===== src/rtl/kbd_ctrl.sv =====
// PS/2 scan-code sequencer: pops the receiver FIFO, decodes E0/F0 prefixes and modifiers,
// and queues key events for the CPU. Define KBD_BREAK_EVENT_EN to also queue break events.
module kbd_ctrl #(
    parameter int DEPTH_LOG2 = 3
) (
    input  logic                  clk,
    input  logic                  clrn,
    input  logic                  ps2_ready,
    input  logic [7:0]            ps2_data,
    output logic                  ps2_nextdata_n,
    input  logic                  cpu_rd,
    input  logic                  cpu_clr_ovf,
    output logic                  key_valid,
    output logic [7:0]            key_code,
    output logic                  key_ext,
    output logic                  key_shift,
    output logic                  key_caps,
    output logic                  key_brk,
    output logic                  shift_state,
    output logic                  caps_state,
    output logic                  overflow,
    output logic [DEPTH_LOG2:0]   fifo_count
);

    localparam int DEPTH = 1 << DEPTH_LOG2;
`ifdef KBD_BREAK_EVENT_EN
    localparam int EW = 12;
`else
    localparam int EW = 11;
`endif

    localparam logic [1:0] S_IDLE = 2'd0;
    localparam logic [1:0] S_POP  = 2'd1;
    localparam logic [1:0] S_DEC  = 2'd2;

    logic [1:0]            state;
    logic [7:0]            byte_r;
    logic                  ext_pend, brk_pend, shift_l, shift_r, caps;
    logic                  ext_nxt, brk_nxt, shl_nxt, shr_nxt, caps_nxt;
    logic                  push_req, is_junk;
    logic [EW-1:0]         ent;
    logic [EW-1:0]         mem [DEPTH];
    logic [EW-1:0]         head;
    logic [DEPTH_LOG2-1:0] wr_ptr, rd_ptr;
    logic                  full, empty, do_push, do_pop, drop;

    // Consumer FSM: POP is a guard cycle so the receiver can advance its head.
    always_ff @(posedge clk or negedge clrn) begin
        if (!clrn) begin
            state          <= S_IDLE;
            byte_r         <= 8'h00;
            ps2_nextdata_n <= 1'b1;
        end else begin
            case (state)
                S_IDLE: if (ps2_ready) begin
                    byte_r         <= ps2_data;
                    ps2_nextdata_n <= 1'b0;
                    state          <= S_POP;
                end
                S_POP: begin
                    ps2_nextdata_n <= 1'b1;
                    state          <= S_DEC;
                end
                default: state <= S_IDLE;
            endcase
        end
    end

    always_comb begin
        is_junk  = byte_r inside {8'h00, 8'hAA, 8'hEE, 8'hFA, 8'hFE, 8'hFF};
        push_req = 1'b0;
        ext_nxt  = ext_pend;
        brk_nxt  = brk_pend;
        shl_nxt  = shift_l;
        shr_nxt  = shift_r;
        caps_nxt = caps;
`ifdef KBD_BREAK_EVENT_EN
        ent = {brk_pend, caps, shift_l | shift_r, ext_pend, byte_r};
`else
        ent = {caps, shift_l | shift_r, ext_pend, byte_r};
`endif
        if (state == S_DEC) begin
            if (byte_r == 8'hE0) begin
                ext_nxt = 1'b1;
            end else if (byte_r == 8'hF0) begin
                brk_nxt = 1'b1;
            end else begin
                ext_nxt = 1'b0;
                brk_nxt = 1'b0;
                if (!ext_pend && byte_r == 8'h12) begin
                    shl_nxt = !brk_pend;
                end else if (!ext_pend && byte_r == 8'h59) begin
                    shr_nxt = !brk_pend;
                end else if (!ext_pend && byte_r == 8'h58) begin
                    if (!brk_pend) caps_nxt = !caps;
                end else if (!is_junk) begin
`ifdef KBD_BREAK_EVENT_EN
                    push_req = 1'b1;
`else
                    push_req = !brk_pend;
`endif
                end
            end
        end
    end

    always_ff @(posedge clk or negedge clrn) begin
        if (!clrn) begin
            ext_pend <= 1'b0;
            brk_pend <= 1'b0;
            shift_l  <= 1'b0;
            shift_r  <= 1'b0;
            caps     <= 1'b0;
        end else begin
            ext_pend <= ext_nxt;
            brk_pend <= brk_nxt;
            shift_l  <= shl_nxt;
            shift_r  <= shr_nxt;
            caps     <= caps_nxt;
        end
    end

    assign full    = (fifo_count == (DEPTH_LOG2+1)'(DEPTH));
    assign empty   = (fifo_count == '0);
    // A read of a full FIFO frees the slot the simultaneous push needs.
    assign do_push = push_req && (!full || cpu_rd);
    assign do_pop  = cpu_rd && !empty;
    assign drop    = push_req && full && !cpu_rd;

    always_ff @(posedge clk or negedge clrn) begin
        if (!clrn) begin
            wr_ptr     <= '0;
            rd_ptr     <= '0;
            fifo_count <= '0;
            overflow   <= 1'b0;
        end else begin
            if (do_push) wr_ptr <= wr_ptr + 1'b1;
            if (do_pop)  rd_ptr <= rd_ptr + 1'b1;
            if (do_push && !do_pop)      fifo_count <= fifo_count + 1'b1;
            else if (do_pop && !do_push) fifo_count <= fifo_count - 1'b1;
            if (drop)             overflow <= 1'b1;
            else if (cpu_clr_ovf) overflow <= 1'b0;
        end
    end

    always_ff @(posedge clk) begin
        if (do_push) mem[wr_ptr] <= ent;
    end

    // Head is gated so stale storage never leaks out while empty.
    assign key_valid = !empty;
    assign head      = key_valid ? mem[rd_ptr] : '0;
    assign key_code  = head[7:0];
    assign key_ext   = head[8];
    assign key_shift = head[9];
    assign key_caps  = head[10];
`ifdef KBD_BREAK_EVENT_EN
    assign key_brk   = head[11];
`else
    assign key_brk   = 1'b0;
`endif

    assign shift_state = shift_l | shift_r;
    assign caps_state  = caps;

endmodule


===== config.mk =====
export PLATFORM = sky130hd
export DESIGN_NAME = kbd_ctrl
export DESIGN_NICKNAME = d
export VERILOG_FILES = /design/src/rtl/kbd_ctrl.sv
export SDC_FILE = /design/constraint.sdc
export NUM_CORES = 1
export LEC_CHECK = 0
export ABC_CLOCK_PERIOD_IN_PS = 4000
export CORE_MARGIN = 3
export CORE_UTILIZATION = 58
export DETAILED_ROUTE_END_ITERATION = 16
export PLACE_DENSITY = 0.9
export SLEW_MARGIN = 20
export SYNTH_ARGS = -nofsm -noshare
export SYNTH_HDL_FRONTEND = slang
export SYNTH_SLANG_ARGS = --single-unit

===== constraint.sdc =====
create_clock -name clk -period 4 [get_ports clk]
set_input_delay 1.2 -clock clk [delete_from_list [all_inputs] [get_ports clk]]
set_output_delay 1.2 -clock clk [all_outputs]
set_load 0.005 [all_outputs]

# Word level (Yosys, flattened, before mapping)
# Memory sizes are Yosys's and may differ from the RTL's.
# Cells that the tools add are included.
# W data, S select, Z words.
dict set report word_totals {
  rom_bits 0
  elab_cells 91
  latch_bits 0
  reg_bits 27
  ram_bits 88
  mem_count 1
}
dict set report op_classes {
  bitwise 6
  magnitude_cmp 0
  reduce_logical 32
  eq_ne 15
  muxes 21
  n_mul 0
  add_sub_neg 4
  n_div 0
  n_shift 0
}
# memory depth word_bits read_ports rd_clocked_by_memory_dff write_ports line
set memory_table {}
lappend memory_table {mem 8 11 1 0 1 42} ;# logic [EW-1:0] mem [DEPTH];
# operator count
set op_table {}
lappend op_table {{$eq A8 B8 Y1 const B} 7}
lappend op_table {{$eq A8 B7 Y1 const B} 2}
lappend op_table {{$mux W1} 15}
lappend op_table {{$mux W11} 1}
lappend op_table {{$logic_and A1 B1 Y1} 9}
lappend op_table {{$eq A8 B5 Y1 const B} 1}
lappend op_table {{$logic_not A1 Y1} 8}
lappend op_table {{$logic_not A8 Y1} 1}
lappend op_table {{$mux W4} 2}
lappend op_table {{$reduce_and A2 Y1} 4}
lappend op_table {{$reduce_and A7 Y1} 1}
lappend op_table {{$add A3 B1 Y3 const B} 2}
lappend op_table {{$reduce_bool A2 Y1} 3}
lappend op_table {{$reduce_bool A6 Y1} 1}
lappend op_table {{$not A1 Y1} 5}
lappend op_table {{$reduce_and A5 Y1} 1}
lappend op_table {{$add A4 B1 Y4 const B} 1}
lappend op_table {{$eq A4 B4 Y1 const B} 1}
lappend op_table {{$logic_not A4 Y1} 1}
lappend op_table {{$ne A2 B2 Y1 const B} 2}
lappend op_table {{$pmux W2 S2} 1}
lappend op_table {{$reduce_and A4 Y1} 1}
lappend op_table {{$sub A4 B1 Y4 const B} 1}
lappend op_table {{$eq A2 B1 Y1 const B} 1}
lappend op_table {{6 further kinds} 6}

# Depth between registers and ports, before layout
# Gate-level depths: netlist of the first run.
dict set report depth {
  ltp_word 14
  depth_mapped 12
  depth_no_buf 12
}

# Least setup slack after synthesis of the first run
# Ideal clock, no wire load.
dict set report synth_timing {
  path_kind {input -> register}
  startpoint {input cpu_rd}
  endpoint {memory mem[0][0] (enable)}
  cell_stages 3
  arrival_ns 2.747
  n_path_buf 0
  path_slack_ns 0.841
  setup_ns 0.412
  t_required_ns 3.588
  path_cell_list {nand3b_1 -> nand4_2 -> nor4b_1}
}
dict set report synth_between {
  elab_chain_len 4
}
# element line
set synth_lines {}
lappend synth_lines {{start: declaration} 11} ;# input logic cpu_rd,
lappend synth_lines {{$logic_or A1 B1 Y1} 126} ;# assign do_push = push_req && (!full || cpu_rd);
lappend synth_lines {{$logic_and A1 B1 Y1} 126}
lappend synth_lines {{$mux W1} 147} ;# if (do_push) mem[wr_ptr] <= ent;
lappend synth_lines {{$mux W1 (implied by the code)} 147}
lappend synth_lines {{end: declaration} 42}
# Every way passes these cells.

# Final worst setup path of the first run
dict set report layout_timing {
  startpoint {register rd_ptr[0]}
  endpoint {output key_code[7]}
}
dict set report layout_between {
  elab_chain_len 2
}
# element line
set layout_lines {}
lappend layout_lines {{start: declaration} 44} ;# logic [DEPTH_LOG2-1:0] wr_ptr, rd_ptr;
lappend layout_lines {{start signal: assignment} 138} ;# if (do_pop) rd_ptr <= rd_ptr + 1'b1;
lappend layout_lines {{$mem_v2 Z8 W11} --}
lappend layout_lines {{$mux W11} 152} ;# assign head = key_valid ? mem[rd_ptr] : '0;
lappend layout_lines {{end: declaration} 14} ;# output logic [7:0] key_code,
# Every way passes these cells.

==> flow_summary_export.csv, run 1 <==
group,metric,value,unit
synth,ys_seq_area_share,70.0,%
die,initial_utilization,60.4,%
route,wl_per_cell,23.1,µm
cts,cts_inserted_buffers,17,
synth,synth_area_per_cell,17.9,µm²
synth,synth-edff-count,88,
finish,multi_input_area,1360,µm²
worst_setup_path,arrival,2380,ps
synth,synthTopCellsByArea,"edfxtp_1, dfrtp_1, mux4_2",
synth,synthSimpleGateAreaFrac,7.10,%
worst_setup_path,endpoint_kind,"primary output",
worst_setup_path,slowest_stage,"mux4_2",
finish,finalNetCount,338,
worst_setup_path,path_max_fanout,12,
die,die_width,96.4,µm
cts,cts-root-buf,"clkbuf_8",
finish,fin_util,75.3,%
cts,postCtsHoldBufs,0,
synth,synth-adder-area-share,1.74,%
placed_design,gp_congestion,0.784,
route,antenna_left,0,
cts,cts_resized,0,
global_route,grt_overflow,0,
flow_run,cap_violations,0,
timing,fin_setup_tns,0,ps
die,core-area,7850,µm²
finish,stdcell_area,5910,µm²
cts,cts.sinks,115,
synth,syn_nets,284,
die,io_pins,34,
finish,drive_gt1_share,25.9,%
placed_design,io_buffers,32,
timing,fin_crit_sh,89.4,%
synth,syn-cell-area,4740,µm²
hold_path,holdPathStages,2,
cts,cts_tree,"yes",
synth,synth_most_common_cell,"edfxtp_1",
synth,synth-main-ff-cell,"edfxtp_1",
timing,rsz0062_at_grt,"false",
worst_setup_path,cp_slowest_stage_delay,550,ps
synth,synth_compound_area_share,2.35,%
die,fp-row-count,32,
cts,postCtsSetupBuffers,0,
finish,ff_latch_area,3320,µm²
pwr,power_density,774,nW/µm²
hold_path,hold_end,"ps2_nextdata_n$_DFFE_PN1P_",
placed_design,dpl.cell_count,402,
worst_setup_path,required,2800,ps
global_route,grt_util_all_layers,24.6,%
synth,syn_inst,265,
finish,area_delta_synth_final,24.7,%
timing,tightest_slew,831,ps
worst_setup_path,critPathKind,"flip-flop to primary output",
cts,h-tree-depth,4,
synth,synth.mux.area_fraction,15.4,%
placed_design,postPlaceCellArea,5260,µm²
hold_path,min_path_type,"flip-flop to flip-flop",
synth,ys_ff_latch,115,
pwr,p_total,4.58,mW
synth,synth_top_area_share,55.7,%
pwr,peakVddDrop,0.507,mV
global_route,grt_first_pass_wirelength,15700,µm
timing,finClkSkew,10.7,ps
synth,netlist-cell-type-count,48,
worst_setup_path,path_buf_inv,2,
route,drt_wl_total,10000,µm
synth,yosys_warnings,0,
route,via_per_inst,6.26,
global_route,antenna_found_initial,0,
worst_setup_path,r2r-end,"fifo_count[3]$_DFFE_PN0P_",
worst_setup_path,regToRegStartpoint,"byte_r[4]$_DFFE_PN0P_",
placed_design,dpl.hpwl,5470,µm
global_route,first_global_vias,2820,
finish,antennaDiodeCount,0,
die,fp.dieH,96.4,µm
route,drtPass1Iterations,4,
worst_setup_path,worst_path_dominant_cell_family,"multiplexers",
worst_setup_path,crit_chain,"buf_4 -> mux4_2 -> mux2i_1 -> nor2_1 -> clkdlybuf4s50_1",
timing,slew_violations,0,
route,drt_iter0_markers,292,
status,outcome,"complete, no violations",
die,dieArea,9300,µm²
timing,min_period,3580,ps
worst_setup_path,setup.worst_path.start_class,"flip-flop",
route,vias,2718,
timing,relSlewSlack,44.6,%
cts,worstSkewPairLatency,520,ps
synth,synth_xor_area_share,1.66,%
finish,stdcell_count,434,
synth,synth_commonest_cells,"edfxtp_1, dfrtp_1, mux4_2",
synth,synth_top_family_by_area,"multiplexers",
cts,clkSlewWorstSetupHoldPaths,60,ps
hold_path,holdCritStartpoint,"ps2_nextdata_n$_DFFE_PN1P_",
timing,max_freq,0.280,GHz
worst_setup_path,worstRegToRegCells,12,
synth,async_reset_ff_share,23.5,%
synth,synth_top_area_cell,"edfxtp_1",
worst_setup_path,regToRegSetupSlack,730,ps
timing,setup_viol,0,
pwr,p_leak,2.14,nW
cts,ctsLongestPathBuffers,2,
route,post-route-drc-count,0,
timing,hold_viol_final,0,
finish,num-fill-cells,462,
worst_setup_path,critical_path_depth,5,
global_route,grt_max_degree,28,
==> placed cells by master (no fill, tap or decap), types with 2 or more instances in the layout <==
| cell type | netlist | routed |
|---|---|---|
| a21oi_1 | 2 | 2 |
| clkinv_4 | 0 | 2 |
| ha_1 | 5 | 5 |
| clkdlybuf4s50_1 | 0 | 32 |
| clkinv_1 | 0 | 2 |
| mux2i_1 | 13 | 13 |
| nor4_2 | 0 | 2 |
| dfrtp_1 | 26 | 26 |
| clkbuf_16 | 0 | 16 |
| mux4_2 | 22 | 22 |
| nor2b_1 | 2 | 2 |
| inv_1 | 9 | 9 |
| o21ai_0 | 4 | 4 |
| bufinv_16 | 0 | 6 |
| nand2_1 | 8 | 8 |
| nor4b_2 | 1 | 2 |
| buf_4 | 1 | 13 |
| nor2_1 | 18 | 18 |
| nor3_1 | 4 | 4 |
| xnor2_1 | 6 | 6 |
| mux2_2 | 8 | 8 |
| clkinv_2 | 0 | 3 |
| edfxtp_1 | 88 | 88 |
| nor4_1 | 5 | 3 |
| xor2_1 | 3 | 3 |
| and4b_1 | 2 | 2 |
| nand4_1 | 2 | 2 |
| nand3_1 | 3 | 3 |
==> sequential cells by signal, indices dropped and copies added (netlist names) <==
| signal | count |
|---|---|
| mem | 88 |
| fifo_count | 4 |
| ext_pend | 1 |
| wr_ptr | 3 |
| brk_pend | 1 |
| byte_r | 8 |
| rd_ptr | 3 |
| caps_state | 1 |
| overflow | 1 |
| shift_l | 1 |
| state | 2 |
| shift_r | 1 |
| ps2_nextdata_n | 1 |
==> power breakdown <==
part           switching (mW)  internal [mW]  total [mW]
Sequential              0.261           1.49        1.75
Combinational           0.484          0.683        1.17
Clock                   0.528           1.13        1.66
Total                    1.27           3.30        4.58
==> per-stage QoR <==
step                hold WS (ps)  setup slack, ps
CTS                          499              398
detailed placement           485              274
global placement             466              378
global route                 514              300
finish                       497              422
floorplan                    451              841
==> how the worst max path moves through the flow <==
stage / from / endpoint
after floorplan: cpu_rd / mem[0][0]$_DFFE_PP_
after global placement: cpu_rd / fifo_count[3]$_DFFE_PN0P_
after detailed placement: cpu_rd / fifo_count[3]$_DFFE_PN0P_
after CTS: rd_ptr[0]$_DFFE_PN0P_ / key_code[7]
after global routing: rd_ptr[0]$_DFFE_PN0P_ / key_code[3]
final: rd_ptr[0]$_DFFE_PN0P_ / key_code[7]
==> routing by layer <==
layer  share of wire, %  track usage, %  vias to the layer above  wire (µm)
met2                 51            37.8                      151       5070
met4                3.5            13.0                        0        347
li1                   -               -                     1149          -
met3                6.6            7.75                       34        664
met5                  0               0                        -          0
met1                 39            31.7                     1384       3960
==> tightest hold or removal path, delay by kind of cell (launching register included) <==
family | cells | cell delay (ps)
flops | 1 | 370
compound gates | 1 | 70
buf+inv | 1 | 50
==> layout make-up <==
class / instances / share of cell area (%)
Sequential cell: 115 / 56.1
Multi-Input combinational cell: 131 / 23.0
Timing Repair Buffer: 45 / 7.07
Clock buffer: 17 / 7.01
Clock inverter: 15 / 4.00
Tap cell: 102 / 2.16
Inverter: 9 / 0.571
==> cells by family (layout without fill, tap and decap cells) <==
family,Yosys count,after routing
AND/OR/NAND/NOR,57,57
other,1,1
adder cells (fa/ha/maj),6,6
flip-flops,115,115
AO/OA/AOI/OAI,14,14
XOR/XNOR,9,9
multiplexers,44,44
buffers and inverters,19,86
(Power assumes the default switching activity.)
==> run 2: changes to the inputs <==
ABC_CLOCK_PERIOD_IN_PS = 3200   (was 4000)
CORE_UTILIZATION = 52   (was 58)
PLACE_DENSITY = 0.86   (was 0.9)
clock period = 3.2 ns   (was 4 ns; I/O delays follow)
==> run 2 against run 1 <==
Compared with the run above:
- register-to-register slack worse by 550 ps
- clock power up 13%
- combinational power up 39%
- via count down 3.0%
- utilization down 7.0 points
- critical endpoint is now key_code[1]
- largest power group unchanged
==> flow_summary_export.csv, run 2 (synthesis gave the netlist of run 1 again) <==
group,metric,value,unit
pwr,p_int,4.03,mW
finish,stdcell_area,6010,µm²
placed_design,pre_cts_slack,-26.3,ps
cts,postCtsHoldBufs,0,
die,die_width,101,µm
worst_setup_path,setup.worst_path.start_class,"flip-flop",
placed_design,dpl.hpwl,5860,µm
pwr,seqPwrFrac,37.5,%
worst_setup_path,required,2240,ps
flow_run,cap_violations,0,
timing,tightest_slew,514,ps
timing,rsz0062_at_grt,"true",
route,vias,2637,
finish,num-fill-cells,522,
worst_setup_path,path_max_fanout,6,
pwr,peakVddDrop,0.461,mV
hold_path,holdPathStages,2,
finish,final_cell_mix,"edfxtp_1, dfrtp_1, mux4_2, buf_4, clkdlybuf4s50_1",
cts,cts-root-buf,"clkbuf_8",
finish,antennaDiodeCount,0,
hold_path,min_path_type,"flip-flop to flip-flop",
die,fp-row-count,34,
worst_setup_path,worstRegToRegCells,12,
die,dieArea,10300,µm²
timing,relSlewSlack,65.7,%
placed_design,io_buffers,32,
cts,h-tree-depth,4,
timing,slew_violations,0,
cts,cts_inserted_buffers,17,
worst_setup_path,worst_path_dominant_cell_family,"multiplexers",
die,fp.dieH,101,µm
finish,top_regs,"mem: 88 flops, byte_r: 8 flops, fifo_count: 4 flops",
placed_design,gp_congestion,0.816,
cts,worstSkewPairLatency,510,ps
timing,max_freq,0.319,GHz
finish,largest_reg_flops,88,
pwr,power_density,934,nW/µm²
worst_setup_path,critPathKind,"flip-flop to primary output",
route,antenna_left,0,
global_route,antenna_found_initial,0,
route,drt_iter0_markers,210,
pwr,p_leak,2.21,nW
cts,ctsLongestPathBuffers,2,
route,drtPass1Iterations,4,
worst_setup_path,cp_slowest_stage_delay,540,ps
finish,drive_gt1_share,29.2,%
global_route,grt_util_all_layers,22.1,%
worst_setup_path,r2r-end,"fifo_count[3]$_DFFE_PN0P_",
die,initial_utilization,53.9,%
cts,cts_tree,"yes",
pwr,p_clk_share,33.5,%
pwr,swShare,28.3,%
cts,clkSlewWorstSetupHoldPaths,60,ps
route,wl_per_cell,22.6,µm
cts,cts.sinks,115,
worst_setup_path,endpoint_kind,"primary output",
worst_setup_path,regToRegStartpoint,"byte_r[0]$_DFFE_PN0P_",
finish,top_register,"mem",
die,io_pins,34,
status,outcome,"complete, no violations",
pwr,power_frac_comb,29.0,%
global_route,grt_max_degree,28,
finish,finalNetCount,352,
hold_path,hold_end,"ps2_nextdata_n$_DFFE_PN1P_",
timing,finalWorstSetupSlack,60.8,ps
worst_setup_path,arrival,2180,ps
timing,min_period,3140,ps
hold_path,holdCritStartpoint,"ps2_nextdata_n$_DFFE_PN1P_",
timing,setup_viol,0,
timing,fin_crit_sh,98.1,%
worst_setup_path,regToRegSetupSlack,180,ps
worst_setup_path,path_buf_inv,2,
worst_setup_path,crit_chain,"buf_12 -> mux4_2 -> mux2i_2 -> nor2_1 -> dlygate4sd2_1",
timing,finClkSkew,9.59,ps
global_route,first_global_vias,2854,
timing,hold_viol_final,0,
worst_setup_path,slowest_stage,"mux4_2",
finish,area_delta_synth_final,26.8,%
finish,final_common_cell,"edfxtp_1",
placed_design,postPlaceCellArea,5350,µm²
global_route,grt_first_pass_wirelength,16200,µm
route,drt_wl_total,10200,µm
pwr,switching_power,1.59,mW
die,core-area,8810,µm²
route,post-route-drc-count,0,
route,via_per_inst,5.81,
timing,holdWs,475,ps
global_route,grt_overflow,0,
==> run 2: changes by cell type in the layout (fill, tap and decap cells not counted), sizes merged <==
| cell | before | now |
|---|---|---|
| buf | 13 | 26 |
| clkdlybuf4s50 | 32 | 21 |
| dlygate4sd2 | 0 | 10 |
| clkbuf | 17 | 22 |
| bufinv | 6 | 4 |
| clkdlybuf4s15 | 0 | 1 |
| clkinv | 7 | 6 |
| inv | 10 | 9 |
==> run 2: final cells by class <==
| class | count | area, µm² | area share (%) |
|---|---|---|---|
| clock buffer | 21 | 429 | 7.14 |
| sequential | 115 | 3320 | 55.2 |
| inverter | 9 | 33.8 | 0.562 |
| tap | 108 | 135 | 2.25 |
| timing repair buffer | 59 | 561 | 9.32 |
| multi-input combinational | 131 | 1370 | 22.8 |
| clock inverter | 11 | 160 | 2.66 |
==> run 2: tightest hold or removal path: cells and delay by family, from the launching register on <==
family | cells | cell delay, ps
DFF | 1 | 360
AOI/OAI and AO/OA | 1 | 60
buffers and inverters | 1 | 40
==> run 2: metrics by stage <==
step           std cells  total power, mW  setup TNS (ps)  utilization, %
6_report             454             5.62               0            68.3
5_1_grt              454             5.86           -1.03            68.3
4_1_cts              454             5.65           -71.1            68.4
3_5_place_dp         419             3.67           -26.3            60.8
3_3_place_gp         419             3.60               0            60.8
2_1_floorplan        265             2.98               0               -
==> run 2: worst max-delay path by stage <==
stage                                 to  slack (ps)  cells after the start                   from
4_1_cts                      key_code[7]         -40                      7  rd_ptr[0]$_DFFE_PN0P_
2_1_floorplan        mem[0][0]$_DFFE_PP_         280                      3                 cpu_rd
6_report                     key_code[1]          60                      5  rd_ptr[0]$_DFFE_PN0P_
5_1_grt                      key_code[1]          -1                      5  rd_ptr[0]$_DFFE_PN0P_
3_3_place_gp   fifo_count[3]$_DFFE_PN0P_          60                     12                 cpu_rd
3_5_place_dp   fifo_count[3]$_DFFE_PN0P_         -30                     12                 cpu_rd
==> run 2: power by group through the flow <==
stage                     logic (mW)  clock network (mW)  registers [mW]
after floorplan                0.929                   0            2.06
after CTS                       1.66                1.89            2.10
final                           1.63                1.88            2.10
after detailed placement        1.56                   0            2.11
after global routing            1.75                1.97            2.13
after global placement          1.52                   0            2.08
==> run 2: repair_timing <==
action / in CTS / in global routing
endpoints found under the setup margin: 11 / 4
setup buffers: 2 / 1
pin swaps: 0 / 0
resized for setup: 23 / 2
cloned: 1 / 1
==> run 2: routing by layer <==
| metal | vias to the layer above | global-route usage (%) | part of all wire (%) | wire length (µm) |
|---|---|---|---|---|
| met3 | 17 | 5.37 | 7.6 | 777 |
| met5 | - | 0 | 0 | 0 |
| met2 | 119 | 37.4 | 54 | 5530 |
| met1 | 1323 | 26.1 | 36 | 3660 |
| met4 | 0 | 11.8 | 2.7 | 272 |
| li1 | 1178 | - | - | - |
